[config.mk]
export PLATFORM = sky130hd
export DESIGN_NAME = instr_fetch
export DESIGN_NICKNAME = d
export VERILOG_FILES = /design/src/rtl/instr_fetch.sv
export SDC_FILE = /design/constraint.sdc
export NUM_CORES = 1
export LEC_CHECK = 0
export ABC_CLOCK_PERIOD_IN_PS = 3000
export CAP_MARGIN = 5
export CORE_MARGIN = 2
export CORE_UTILIZATION = 39
export CTS_CLUSTER_SIZE = 28
export DETAILED_ROUTE_END_ITERATION = 8
export GPL_ROUTABILITY_DRIVEN = 0
export MAX_ROUTING_LAYER = met4
export PLACE_DENSITY = 0.83
export SYNTH_ARGS = -nofsm -noshare
export SYNTH_HDL_FRONTEND = slang
export SYNTH_SLANG_ARGS = --single-unit
export TNS_END_PERCENT = 10
[constraint.sdc]
create_clock -name clk -period 3 [get_ports clk]
set_clock_uncertainty 0.1 [all_clocks]
set_input_delay 0.3 -clock clk [delete_from_list [all_inputs] [get_ports clk]]
set_output_delay 0.3 -clock clk [all_outputs]
set_load 0.02 [all_outputs]
[src/rtl/instr_fetch.sv]
// Instruction fetch stage: one outstanding memory request at a time, a single
// holding register toward decode, and sticky alignment/timeout fault flags.
module instr_fetch #(
    parameter int TIMEOUT = 255
) (
    input  logic        clk,
    input  logic        reset,
    input  logic [31:0] pc,
    input  logic        pc_valid,
    input  logic        flush,
    output logic        imem_req,
    output logic [31:0] imem_addr,
    input  logic        imem_ack,
    input  logic [31:0] imem_rdata,
    output logic [31:0] instr,
    output logic [31:0] instr_pc,
    output logic        instr_valid,
    input  logic        instr_ready,
    output logic        pc_stall,
    output logic        align_fault,
    output logic        timeout_fault
);

    typedef enum logic [1:0] {IDLE, REQ, DROP, HOLD} state_t;

    localparam logic [7:0] TIMEOUT_LAST = 8'(TIMEOUT - 1);

    state_t     state;
    state_t     state_next;
    logic [7:0] count;
    logic       pc_ok;
    logic       waiting;
    logic       timed_out;
    logic       accept_pc;
    logic       capture;
    logic       set_align;

    assign pc_ok     = pc_valid && !flush && (pc[1:0] == 2'b00) && !align_fault && !timeout_fault;
    assign waiting   = (state == REQ) || (state == DROP);
    assign timed_out = waiting && !imem_ack && (count == TIMEOUT_LAST);

    always_ff @(posedge clk) begin
        if (!reset) begin
            state         <= IDLE;
            count         <= 8'd0;
            imem_req      <= 1'b0;
            instr_valid   <= 1'b0;
            align_fault   <= 1'b0;
            timeout_fault <= 1'b0;
            imem_addr     <= 32'd0;
            instr         <= 32'd0;
            instr_pc      <= 32'd0;
        end else begin
            state       <= state_next;
            imem_req    <= (state_next == REQ) || (state_next == DROP);
            instr_valid <= (state_next == HOLD);
            // The wait budget restarts whenever a request or a drop begins.
            if (((state_next == REQ) || (state_next == DROP)) && (state_next != state))
                count <= 8'd0;
            else if (waiting && !imem_ack)
                count <= count + 8'd1;
            if (accept_pc)
                imem_addr <= pc;
            if (capture) begin
                instr    <= imem_rdata;
                instr_pc <= imem_addr;
            end
            if (set_align)
                align_fault <= 1'b1;
            if (timed_out)
                timeout_fault <= 1'b1;
        end
    end

    always_comb begin
        state_next = state;
        case (state)
            IDLE: if (accept_pc) state_next = REQ;
            REQ: begin
                if (imem_ack)
                    state_next = flush ? IDLE : HOLD;
                else if (timed_out)
                    state_next = IDLE;
                else if (flush)
                    state_next = DROP;
            end
            DROP: if (imem_ack || timed_out) state_next = IDLE;
            HOLD: begin
                if (flush)
                    state_next = IDLE;
                else if (instr_ready)
                    state_next = accept_pc ? REQ : IDLE;
            end
            default: state_next = IDLE;
        endcase
    end

    always_comb begin
        pc_stall  = 1'b0;
        accept_pc = 1'b0;
        capture   = 1'b0;
        set_align = 1'b0;
        case (state)
            IDLE: begin
                accept_pc = pc_ok;
                set_align = pc_valid && (pc[1:0] != 2'b00);
            end
            REQ: begin
                pc_stall = 1'b1;
                capture  = imem_ack && !flush;
            end
            DROP: pc_stall = 1'b1;
            HOLD: begin
                pc_stall  = !instr_ready;
                accept_pc = instr_ready && pc_ok;
                set_align = instr_ready && !flush && pc_valid && (pc[1:0] != 2'b00);
            end
            default: pc_stall = 1'b0;
        endcase
    end

endmodule

==> metrics <==
per-cell routed wire length around 14 um; Seq/Total Area, Yosys 52.2%; I/O pin cnt 171; die area roughly 0.012 mm^2; Final Setup Violations 0; Worst Path Required between 3 and 4 ns; row count 37; vias per inst 4.92; initial antenna violation count 0; HP Class register to register; top post-synthesis cells by area dfxtp_1 52%, nand2_1 17%, a21oi_1 12%; CTS tree yes; post-synthesis register bit count 110; number of global-route vias before repair just over 4000; Total GRT Usage about a fifth; Critical Path AT 3.04 ns; worst vdd ir approximately 0.00031 V; Final ANT Viol Nets 0; dpl cell area slightly above 0.006 mm^2; YS warnings 0; chip height roughly 110 um; WS Path Type register to register; Slew @ Worst Pin 0.713 ns; final core occ approximately three fifths; # port buffers 170; Tmin final 2.89 ns; number of DRC markers in iteration 0 180; post-synth top area cell dfxtp_1; Max Root-Sink Buffers 2; Post-Syn Instances around 520; clk slew on worst S/H paths about 0.11 ns; Die Width around 110 um; fin nets 763; setup TNS 0 ns; Clock Latency Late Sink around 0.36 ns; period utilisation layout 96.4%; Core Area between 0.01 and 0.015 mm^2; GR Overflow Total 0; ys async rst share 0%; Hold Slack 0.360 ns; Final Power around 3.1 mW; Main synth FF type dfxtp_1; count of distinct cell types in the synthesized netlist 40; Post-synth EDFFs 0; Max Slew Vio Count 0; H-Tree Depth 3; outcome finished, final reports clean; Mapped Avg Cell Area between 8 and 9 um^2; crit end category register; Layout area overhead 49.6%; Max Fclk 346 MHz; 1st-pass router iterations 4; Max-Slew Margin vs Limit between 50% and 60%; first-pass GRT wire length 19.1 mm; diodes inserted 0; Leak 2.16 nW; layout cells sized above 1 7.10%; Mapped Area between 0.004 and 0.005 mm^2; Filler cells 908; Post-Route WL around 12 mm; # Post-CTS Setup Buffers 0; final instance area around 0.0063 mm^2; CTS buffer count 9; Yosys top cell area share a little over half; Sink Count 110; max-cap viol count 0; Max Fanout on Critical Path 8; via count slightly above 4000; largest net degree at the start of global routing 65; hold_buf cts 0; hpwl dp about 8.3 mm; DRC 0; Initial Utilization 40.5%; Post-synth top cells 195 x nand2_1, 110 x dfxtp_1, 98 x a21oi_1; Startpoint Class register; Syn Nets about 600; Root Driver clkbuf_8; P per Cell Area roughly 500 mW/mm^2; final hold violation count 0; count leader, synth nand2_1
## power breakdown
part | switching, mW | internal (mW)
clock | 0.517 | 0.320
combinational | 0.397 | 0.339
sequential | 0.0431 | 1.52
total | 0.957 | 2.18
## repair_timing
action,CTS,global route
gates resized for setup,2,10
endpoints found under the setup margin,3,8
pin swaps,1,3
## through the flow
stage	setup slack, ns	instances
finish	0.108	826
global route	-0.00947	826
CTS	0.0121	826
detailed placement	-0.0490	810
global placement	0.0976	810
floorplan	0.131	524
## path summary, 6_finish.rpt
kind	startpoint	endpoint	slack, ns	depth (start not counted)
worst max-delay path	state[0]	count[5]	0.11	12
worst min-delay path	instr[24]	instr[24]	0.36	2
worst max register to register	state[0]	count[5]	0.11	12
worst min register to register	instr[24]	instr[24]	0.36	2
## layout make-up
type                            instances  area (um^2)  area share, %
Timing Repair Buffer                  182         1790           28.4
Inverter                                9         33.8          0.536
Multi-Input combinational cell        373         1930           30.6
Sequential cell                       110         2200           34.9
Tap cell                              136          170           2.70
Clock inverter                          6         53.8          0.853
Clock buffer                           10          128           2.02
## worst max-delay path, stage by stage, from the launching register on
cell and delay, ns:
dfxtp_2 0.35, buf_4 0.15, ha_1 0.25, nor2b_2 0.19
a21oi_1 0.18, o221a_2 0.27, a21oi_1 0.07, o21a_1 0.16
ha_4 0.28, inv_1 0.06, a211o_1 0.30, mux2i_4 0.31
nor3_1 0.10
## flip-flops by register name, summed over array words and instances, names as in the netlist
name           cells
timeout_fault      1
instr_pc          32
imem_addr         32
imem_req           1
align_fault        1
instr             32
state              2
count              8
instr_valid        1
## cell usage in the layout (no fill, tap or decap), drive strengths merged, types with 3 or more instances in the layout
cell           count
buf               12
ha                 8
a21oi             98
clkdlybuf4s50    170
clkbuf            10
nand3              4
inv               12
o221a              3
nand2            195
nor2b              4
and2               3
nor2              12
clkinv             3
dfxtp            110
xor2               4
nand4              3
nor3              10
xnor2              4
o21ai              4
## per-layer routing
| metal | track usage, % | up-vias | part of all wire, % |
|---|---|---|---|
| met4 | 5.68 | 0 | 1.2 |
| met3 | 5.55 | 15 | 6.9 |
| met1 | 24.0 | 1888 | 42 |
| met2 | 36.2 | 129 | 50 |
| li1 | - | 2033 | - |
| met5 | - | - | 0 |
## cell families after synthesis
group	Yosys count	share of synthesized area, %
AND/OR/NAND/NOR	239	23.5
flip-flops	110	52.2
multiplexers	1	0.534
buffers and inverters	41	3.71
AO/OA/AOI/OAI	117	16.0
adder cells (fa/ha/maj)	8	2.37
XOR/XNOR	8	1.66
No activity file was read; power rests on OpenSTA's default activity.
